[src/rtl/sigma_bus_arbiter.sv]
`default_nettype none
// ============================================================================
// Module  : sigma_bus_arbiter
// Purpose : Two-master / one-slave sigma bus arbiter that routes in-order read
//           responses back to the master that issued each read.
// Revision: 1.0 - initial release
// ============================================================================
module sigma_bus_arbiter #(
  parameter int    ADDR_W        = 32,
  parameter int    DATA_W        = 32,
  parameter int    RD_FIFO_DEPTH = 4,
  parameter string PRIORITY      = "ROUND_ROBIN"
) (
  input  logic                           clk_i,
  input  logic                           arst_i,

  input  logic                           m0_req_i,
  input  logic                           m0_we_i,
  input  logic [ADDR_W-1:0]              m0_addr_i,
  input  logic [DATA_W/8-1:0]            m0_be_i,
  input  logic [DATA_W-1:0]              m0_wdata_i,
  output logic                           m0_ack_o,
  output logic                           m0_resp_o,
  output logic [DATA_W-1:0]              m0_rdata_o,

  input  logic                           m1_req_i,
  input  logic                           m1_we_i,
  input  logic [ADDR_W-1:0]              m1_addr_i,
  input  logic [DATA_W/8-1:0]            m1_be_i,
  input  logic [DATA_W-1:0]              m1_wdata_i,
  output logic                           m1_ack_o,
  output logic                           m1_resp_o,
  output logic [DATA_W-1:0]              m1_rdata_o,

  output logic                           s_req_o,
  output logic                           s_we_o,
  output logic [ADDR_W-1:0]              s_addr_o,
  output logic [DATA_W/8-1:0]            s_be_o,
  output logic [DATA_W-1:0]              s_wdata_o,
  input  logic                           s_ack_i,
  input  logic                           s_resp_i,
  input  logic [DATA_W-1:0]              s_rdata_i,

  output logic [$clog2(RD_FIFO_DEPTH):0] rd_pending_o,
  output logic                           err_o
);

  localparam int PTR_W    = $clog2(RD_FIFO_DEPTH);
  localparam int CNT_W    = PTR_W + 1;
  localparam bit M1_FIRST = (PRIORITY == "M1_FIRST");

  typedef enum logic [0:0] {
    ST_IDLE   = 1'b0,
    ST_LOCKED = 1'b1
  } state_t;

  state_t                   state;
  logic                     owner;
  logic                     last_grant;

  logic [RD_FIFO_DEPTH-1:0] id_mem;
  logic [PTR_W-1:0]         wr_ptr;
  logic [PTR_W-1:0]         rd_ptr;
  logic [CNT_W-1:0]         count;
  logic                     err;

  logic fifo_full;
  logic fifo_empty;
  logic elig0;
  logic elig1;
  logic winner;
  logic sel;
  logic bus_req;
  logic acked;
  logic push;
  logic pop;
  logic head_id;

  assign fifo_full  = (count == CNT_W'(RD_FIFO_DEPTH));
  assign fifo_empty = (count == '0);

  // A read cannot be tracked while the ID FIFO is full, so it is hidden from arbitration.
  assign elig0 = m0_req_i & (m0_we_i | ~fifo_full);
  assign elig1 = m1_req_i & (m1_we_i | ~fifo_full);

  always_comb begin
    winner = 1'b0;
    if (elig0 && elig1) begin
      winner = M1_FIRST ? 1'b1 : ~last_grant;
    end else if (elig1) begin
      winner = 1'b1;
    end
  end

  assign sel     = (state == ST_LOCKED) ? owner : winner;
  assign bus_req = (state == ST_LOCKED) ? (owner ? m1_req_i : m0_req_i)
                                        : (elig0 | elig1);

  always_comb begin
    s_we_o    = 1'b0;
    s_addr_o  = '0;
    s_be_o    = '0;
    s_wdata_o = '0;
    if (bus_req) begin
      if (sel) begin
        s_we_o    = m1_we_i;
        s_addr_o  = m1_addr_i;
        s_be_o    = m1_be_i;
        s_wdata_o = m1_wdata_i;
      end else begin
        s_we_o    = m0_we_i;
        s_addr_o  = m0_addr_i;
        s_be_o    = m0_be_i;
        s_wdata_o = m0_wdata_i;
      end
    end
  end

  assign s_req_o  = bus_req;
  assign acked    = bus_req & s_ack_i;
  assign m0_ack_o = acked & ~sel;
  assign m1_ack_o = acked & sel;

  assign push    = acked & ~s_we_o;
  assign pop     = s_resp_i & ~fifo_empty;
  assign head_id = id_mem[rd_ptr];

  assign m0_resp_o  = pop & ~head_id;
  assign m1_resp_o  = pop & head_id;
  assign m0_rdata_o = m0_resp_o ? s_rdata_i : '0;
  assign m1_rdata_o = m1_resp_o ? s_rdata_i : '0;

  assign rd_pending_o = count;
  assign err_o        = err;

  // Lock holds the slave fields stable across a stalled request.
  always_ff @(posedge clk_i or posedge arst_i) begin
    if (arst_i) begin
      state      <= ST_IDLE;
      owner      <= 1'b0;
      last_grant <= 1'b1;
    end else begin
      case (state)
        ST_IDLE: begin
          if (bus_req && !s_ack_i) begin
            state <= ST_LOCKED;
            owner <= sel;
          end
        end
        ST_LOCKED: begin
          if (s_ack_i) begin
            state <= ST_IDLE;
          end
        end
        default: state <= ST_IDLE;
      endcase
      if (acked) begin
        last_grant <= sel;
      end
    end
  end

  always_ff @(posedge clk_i or posedge arst_i) begin
    if (arst_i) begin
      id_mem <= '0;
      wr_ptr <= '0;
      rd_ptr <= '0;
      count  <= '0;
      err    <= 1'b0;
    end else begin
      if (push) begin
        id_mem[wr_ptr] <= sel;
        wr_ptr         <= wr_ptr + PTR_W'(1);
      end
      if (pop) begin
        rd_ptr <= rd_ptr + PTR_W'(1);
      end
      case ({push, pop})
        2'b10:   count <= count + CNT_W'(1);
        2'b01:   count <= count - CNT_W'(1);
        default: count <= count;
      endcase
      if (s_resp_i && fifo_empty) begin
        err <= 1'b1;
      end
    end
  end

endmodule
`default_nettype wire

[config.mk]
export PLATFORM = sky130hd
export DESIGN_NAME = sigma_bus_arbiter
export DESIGN_NICKNAME = d
export VERILOG_FILES = /design/src/rtl/sigma_bus_arbiter.sv
export SDC_FILE = /design/constraint.sdc
export NUM_CORES = 1
export LEC_CHECK = 0
export CORE_AREA = 4 4 120 122
export CTS_BUF_LIST = sky130_fd_sc_hd__clkbuf_8
export CTS_CLUSTER_DIAMETER = 80
export CTS_CLUSTER_SIZE = 12
export DETAILED_ROUTE_END_ITERATION = 8
export DIE_AREA = 0 0 124 126
export HOLD_SLACK_MARGIN = 0.08
export MAX_ROUTING_LAYER = met4
export PLACE_DENSITY = 0.73
export REMOVE_ABC_BUFFERS = 1
export SLEW_MARGIN = 20
export SYNTH_ARGS = -nofsm -noshare
export SYNTH_HDL_FRONTEND = slang
export SYNTH_SLANG_ARGS = --single-unit
[constraint.sdc]
create_clock -name clk_i -period 7.8 [get_ports clk_i]
set_input_delay 1.56 -clock clk_i [delete_from_list [all_inputs] [get_ports clk_i]]
set_output_delay 1.56 -clock clk_i [all_outputs]
set_load 0.05 [all_outputs]
---- Word level (Yosys, flattened, before mapping) ----
Cells that the tools add are included.
cells by class
  eq/ne operators ......................... 3
  reductions and logical operators ........ 8
  magnitude comparators ................... 3
  multiplexer cells ....................... 24
  bitwise operators ....................... 19
  add/sub/neg operators ................... 4
operators by type and width
  operator                                                                       count
  32-bit two-way mux                                                             6
  1-bit two-way mux                                                              11
  1-bit bitwise AND                                                              9
  4-bit two-way mux                                                              2
  1-bit inverter                                                                 7
  2-bit by 3-bit less-than comparator with 1-bit output (second input constant)  2
  3-bit case mux with 2 select lines                                             1
  2-bit by 1-bit adder with 2-bit output (second input constant)                 2
  4-bit bitwise mux                                                              1
  1-bit logical AND                                                              4
  3-bit by 1-bit adder with 3-bit output (second input constant)                 1
  3-bit equality test (second input constant)                                    1
  3-bit logical NOT                                                              1
  1-bit OR                                                                       3
  3-bit by 1-bit subtractor with 3-bit output (second input constant)            1
  1-bit binary-select mux with 2-bit select                                      1
  1-bit demux with 2-bit select                                                  1
  2-bit by 1-bit equality test with 1-bit output (second input constant)         1
  2-bit equality test (second input constant)                                    1
  2-bit by 1-bit >= comparator with 1-bit output (second input constant)         1
  1-bit case mux with 2 select lines                                             1
  2-bit AND reduction                                                            1
  2-bit nonzero test                                                             1
  1-bit logical NOT                                                              1
word-level totals
  input bits .............................. 176
  bits in registers ....................... 15

---- Depth between registers and ports, before layout ----
  depth in word-level cells ............... 13
  gate-level depth with buffers ........... 10
  gate-level depth less buffers ........... 10

---- Worst setup path after synthesis ----
No wires, ideal clock.
  path type ............................... input to output
  start ................................... input m1_we_i
  end ..................................... output s_we_o
  buffers on the path ..................... 0
  arrival ................................. 3233 ps
  cell stages on the path ................. 4
  setup slack ............................. 3007 ps
  path through ............................ or4b_4 > o2111ai_4 > nand3_1 > a21oi_1
between the ends
  word-level cells in the longest chain between the ends .. 7
  elaborated cells between the ends (all ways) .. 10
  classes of those cells .................. mux: 6; bitwise: 3; reduce/logical: 1
ends and longest elaborated chain
  element                                                        line    RTL
  from (decl)                                                    27      input logic m1_we_i,
  1-bit OR                                                       84      assign elig1 = m1_req_i & (m1_we_i | ~fifo_full);
  1-bit bitwise AND                                              84
  1-bit two-way mux / 1-bit logical AND (equally long branches)  90, 88
  1-bit two-way mux                                              88      if (elig0 && elig1) begin
  1-bit two-way mux                                              95      assign sel = (state == ST_LOCKED) ? owner : winner;
  1-bit two-way mux                                              105     if (sel) begin
  1-bit two-way mux (*)                                          104     if (bus_req) begin
  to (decl)                                                      36      output logic s_we_o,
Every way passes the cells marked *; elsewhere a longest branch is shown, timed or not.

---- Worst setup path after layout ----
  start ................................... input m0_we_i
  end ..................................... output s_addr_o[23]
between the ends
  word-level cells in the longest chain between the ends .. 7
  elaborated cells between the ends (all ways) .. 9
  classes of those cells .................. mux: 5; bitwise: 3; reduce/logical: 1
ends and longest elaborated chain
  element                 line  RTL
  from (decl)             18    input logic m0_we_i,
  1-bit OR (*)            83    assign elig0 = m0_req_i & (m0_we_i | ~fifo_full);
  1-bit bitwise AND (*)   83
  1-bit logical AND       88
  1-bit two-way mux       88
  1-bit two-way mux       95
  32-bit two-way mux      105
  32-bit two-way mux (*)  104
  to (decl)               37    output logic [ADDR_W-1:0] s_addr_o,
Marked as above.

==> results.tsv <==
metric	value	unit
status	complete, no violations	
crit_chain	clkdlybuf4s50_1, nor4b_4, o2111ai_4, nand2_2, buf_4, nand2_1, a21oi_2, clkdlybuf4s50_1	
detail_route.iter0.violations	153	
clk_path_buf_depth	2	
ys_warn_count	0	
setup-tns-final	0	ns
crit_end	s_addr_o[23]	
crit_path_max_fanout	44	
clk_pin_slew_worst_paths	0.07	ns
clockPowerShare	0.032	
final_common_cell	clkdlybuf4s50_1	
fin_skew	0.008102	ns
setup_viol	0	
fp.coreArea	13190	sq um
gr-total-overflow	0	
end_kind	output pin	
cts_root_buf	clkbuf_8	
grt_max_degree	71	
critical_path_buf_inv_count	3	
slew_headroom	0.3120	
synth_edf_count	0	
worst_pin_slew	1.032	ns
finalNetCount	858	
cts_resized	0	
worstSetupPathType	in2out	
rr_startpoint	rd_pending_o[1]$_DFFE_PP0P_	
critPathArrivalTime	4.78	ns
syn_to_final_growth	115.7	%
cp.depth	8	
via_per_inst	4.402	
slowest_stage	clkdlybuf4s50_1	
cts_buffers	3	
fillers	1304	
cpPeakStageDelay	0.84	ns
required	6.24	ns
hold_path_class	reg2reg	
pwr-share-seq	0.075	
wl_per_cell	17.41	um
initial_utilization	0.2082	
hpwl	12250	um
hold_viol_final	0	
multi_input_area	2041	sq um
ys_seq_area_frac	0.1371	
mostFrequentLayoutCells	clkdlybuf4s50_1, nand2_1, a21oi_2	
cts_sinks	15	
ir_drop	0.0002862	V
ff2ff_path_depth	10	
rsz0062_at_grt	no	
critPathLaunch	m0_we_i	
swShare	0.6260	
regToRegEndpoint	rd_pending_o[2]$_DFFE_PP0P_	
drive_above_1_share	0.1407	
avgSynthCellArea	7.171	sq um
antenna_found_initial	0	
io_buffers	317	
drc	0	
grt_use_total	0.1766	
post_cts_buffers	0	
period_share	0.8134	
fp.dieW	124	um
maxSlewViolCount	0	
seq_area	376.6	sq um
fin_crit	6.344	ns
insertion_delay	0.26	ns
path_delay_family	buffers and inverters	
power.density	361.9	nW/um^2
ys_seq_elements	15	
boundaryPins	318	
cts_tree	yes	
combPwrFrac	0.894	
internal_power	0.8017	mW
vias	3746	
routed_wirelength	14820	um
antenna_cells	0	
cts_max_level	1	
leakage	2.337	nW
syn_area	2746	sq um
r2r_slack	4.93	ns
dieArea	15620	sq um
p_switching	1.342	mW
grt_pass1_vias	3843	
fp.dieH	126	um
maxCapViolCount	0	
grt_pass1_wl	21540	um
netlist_instances	383	
async_flop_share	1.000	
fin_util	0.4491	
gp_congestion	0.8767	
drtAntennaViolNets	0	
first_pass_iters	4	
ctsHoldBuffers	0	
synthFlopType	dfrtp_1	
num_rows	42	
critPathMostFrequentCell	clkdlybuf4s50_1	
cp-start-kind	primary input	
fmax	157.6	MHz
yosysUniqueCellTypes	40	
## flip-flops by register name, summed over array words and instances, names as in the netlist
name / flops
id_mem: 4
rd_pending_o: 3
rd_ptr: 2
wr_ptr: 2
err_o: 1
last_grant: 1
owner: 1
state: 1
## logic make-up (layout without fill, tap and decap cells)
family	after synthesis	after routing	synth area share
AOI/OAI and AO/OA	85	85	0.2724
xor gates and xnor gates	6	6	0.01913
adders and majority gates	6	6	0.03007
buffers and inverters	42	334	0.1207
DFF	15	15	0.1371
muxes	5	5	0.02551
and+or+nand+nor	224	224	0.3950
## final cells by class
type | instances | area share
multi-input combinational | 326 | 0.3445
tap | 176 | 0.03718
timing repair buffer | 321 | 0.5408
inverter | 9 | 0.005703
sequential | 15 | 0.06358
clock inverter | 1 | 0.001267
clock buffer | 3 | 0.006971
## power groups by stage
stage	registers (mW)	clock network, mW	logic, mW
final	0.160	0.0678	1.92
after global routing	0.167	0.0714	2.01
after CTS	0.161	0.0693	1.93
after detailed placement	0.162	0	1.92
after global placement	0.159	0	1.90
after floorplan	0.187	0	1.24
## through the flow
step	hold WS, ns	worst slack [ns]	total power, mW	std cells	instance area, sq um
after floorplan	0.4528	0.7092	1.429	350	2449
after global placement	0.4427	1.550	2.063	847	5874
after detailed placement	0.4545	1.457	2.083	847	5874
after CTS	0.4796	1.450	2.157	851	5923
after global routing	0.4893	1.253	2.250	851	5923
final	0.4708	1.456	2.144	851	5923
## layer usage
metal  wire length [um]  vias up  track usage  part of all wire
met5                  0        -            -                 0
met3               1190       16      0.03184             0.080
li1                   -     1849            -                 -
met2               8114      145       0.3443              0.55
met1               5291     1736       0.1804              0.36
met4                221        0      0.03608             0.015
## worst min-delay path by stage
stage | from | end | slack [ns] | cells after the start
after global placement | err_o$_DFFE_PP0P_ | err_o$_DFFE_PP0P_ | 0.44 | 1
after CTS | err_o$_DFFE_PP0P_ | err_o$_DFFE_PP0P_ | 0.48 | 1
final | err_o$_DFFE_PP0P_ | err_o$_DFFE_PP0P_ | 0.47 | 1
after floorplan | rd_ptr[1]$_DFFE_PP0P_ | rd_ptr[1]$_DFFE_PP0P_ | 0.45 | 1
after detailed placement | err_o$_DFFE_PP0P_ | err_o$_DFFE_PP0P_ | 0.45 | 1
after global routing | err_o$_DFFE_PP0P_ | err_o$_DFFE_PP0P_ | 0.49 | 1
## cell usage after synthesis (all sizes together), types with 2 or more instances
cell type,count,area share
clkbuf,14,0.019
nand3,3,0.010
ha,5,0.023
a31oi,4,0.0091
nand2,141,0.20
nor3,2,0.0036
xnor2,4,0.013
and2,35,0.081
or4b,2,0.010
a21oi,71,0.22
nor2,6,0.0082
inv,9,0.012
and3,32,0.073
buf,19,0.089
mux2,3,0.014
xor2,2,0.0064
a41oi,4,0.013
a22oi,2,0.0073
dfrtp,14,0.13
(Power assumes the default switching activity.)
==> RTL edit (same flow settings) <==
Change the parameter `RD_FIFO_DEPTH` from 4 to 2.
--- a/src/rtl/sigma_bus_arbiter.sv
+++ b/src/rtl/sigma_bus_arbiter.sv
@@ -10,3 +10,3 @@
   parameter int    DATA_W        = 32,
-  parameter int    RD_FIFO_DEPTH = 4,
+  parameter int    RD_FIFO_DEPTH = 2,
   parameter string PRIORITY      = "ROUND_ROBIN"
Interface: changed (resized rd_pending_o); port bits go from 318 to 317. The function was not compared with the original's and may differ.
==> RTL edit against the original RTL <==
- sequential cell count shrank 5
- clock skew is 0.0061 ns lower
- worst setup slack improved by 0.17 ns
- total power down 14%
- wire length down 17%
- area after synthesis is 28% lower
- clock power shrank 6.5%
- design area shrank 9.7%
- highest routed layer unchanged
==> RTL edit: results (changes against the original RTL) <==
Inst Count DP: 833 (-1.7%)
number of global-route vias before repair: 3385 (-12%)
drt pass-1 iters: 5 (+1)
Post-Synthesis Cells: 363 (-5.2%)
status: complete, no violations
Pleak: 2.11 nW (-9.5%)
Via-to-Cell Ratio: 4.12 (-6.4%)
share of layout cells above drive strength 1: 0.0257 (-0.115)
Setup WS pre-CTS: 1.61 ns (+0.150 ns)
placed instance area: 5300 sq um (-9.8%)
Post-DP HPWL: 10100 um (-17%)
Slew headroom: 0.361 (+0.0495)
ant diodes: 0 (unchanged)
Area growth, synth to finish: 172%
number of DRC markers in iteration 0: 231 (+51%)
Worst VDD drop: 0.191 mV (-33%)
first-pass GRT wire length: 18000 um (-17%)
GRT Total Usage: 0.147 (-0.0293)
WL/cell: 14.7 um (-16%)
filler cell count: 1366 (+4.8%)
routability congestion estimate: 0.932 (+6.3%)
async set-or-reset flop fraction in the synthesized netlist: 1.00 (unchanged)
Yosys cell types: 33 (-18%)
Final Skew: 0.00205 ns (-0.00605 ns)
Nets: 839 (-2.2%)
Synth area leaders: nand2_1, and2_1, a21oi_1
Seq/Total Area, Yosys: 0.128 (-0.00943)
PortBufs: 316 (-0.32%)
final WL: 12300 um (-17%)
worst skew pair latency: 0.23 ns (-0.03 ns)
synth warn: 0 (unchanged)
crit path DAT: 4.61 ns (-0.17 ns)
synth cell count leaders: nand2_1, a21oi_1, and2_1
[RTL edit: cell types whose count changed in the layout (fill, tap and decap cells not counted), sizes merged, moves of 3 or more]
| cell | unedited run | this run |
|---|---|---|
| and3 | 32 | 0 |
| and2 | 35 | 65 |
| dfrtp | 14 | 9 |
| a41oi | 4 | 0 |
| ha | 5 | 1 |
| a31oi | 4 | 1 |
| mux2 | 3 | 0 |
| nor2b | 1 | 4 |
[RTL edit: worst paths after layout]
check | start | end | slack [ns] | cells past startpoint
min in group asynchronous | arst_i | err_o | 1.62 | 2
max in group asynchronous | arst_i | last_grant | 5.86 | 2
setup reg to reg | rd_pending_o[1] | rd_pending_o[1] | 5.42 | 7
hold / removal | err_o | err_o | 0.46 | 1
hold reg to reg | err_o | err_o | 0.46 | 1
setup / recovery | m0_we_i | s_addr_o[19] | 1.63 | 8
[RTL edit: kinds of logic (layout without fill, tap and decap cells)]
kind of cell / count (synthesis) / after routing / share of synthesized area
buffers and inverters: 35 / 333 / 0.0712
adder cells (fa/ha/maj): 1 / 1 / 0.00635
AO/OA/AOI/OAI: 85 / 85 / 0.237
XOR/XNOR: 5 / 5 / 0.0222
multiplexers: 2 / 2 / 0.0102
AND/OR/NAND/NOR: 225 / 225 / 0.525
flip-flops: 10 / 10 / 0.128
[RTL edit: layout make-up]
type                       instances  share of cell area
timing repair buffer             322               0.599
clock buffer                       4              0.0103
inverter                           7             0.00491
tap                              176              0.0412
multi-input combinational        318               0.297
sequential                        10              0.0470
[RTL edit: power by group]
| part | switching (mW) | internal [mW] | total [mW] |
|---|---|---|---|
| Combinational | 1.13 | 0.559 | 1.69 |
| Sequential | 0.0242 | 0.0749 | 0.0991 |
| Clock | 0.0192 | 0.0443 | 0.0634 |
[RTL edit: critical path, cell delays in order]
cell and delay, ns:
clkdlybuf4s50_1 0.56, inv_1 0.08, a21oi_1 0.27, o31a_2 0.69, buf_4 0.36, nand2_1 0.08
a21oi_1 0.14, clkdlybuf4s50_1 0.84
[RTL edit: per-layer routing]
layer | part of all wire | global-route usage | routed length [um]
met5 | 0 | - | 0
met4 | 0.017 | 0.0296 | 212
met3 | 0.081 | 0.0305 | 997
met2 | 0.51 | 0.256 | 6250
met1 | 0.39 | 0.174 | 4810
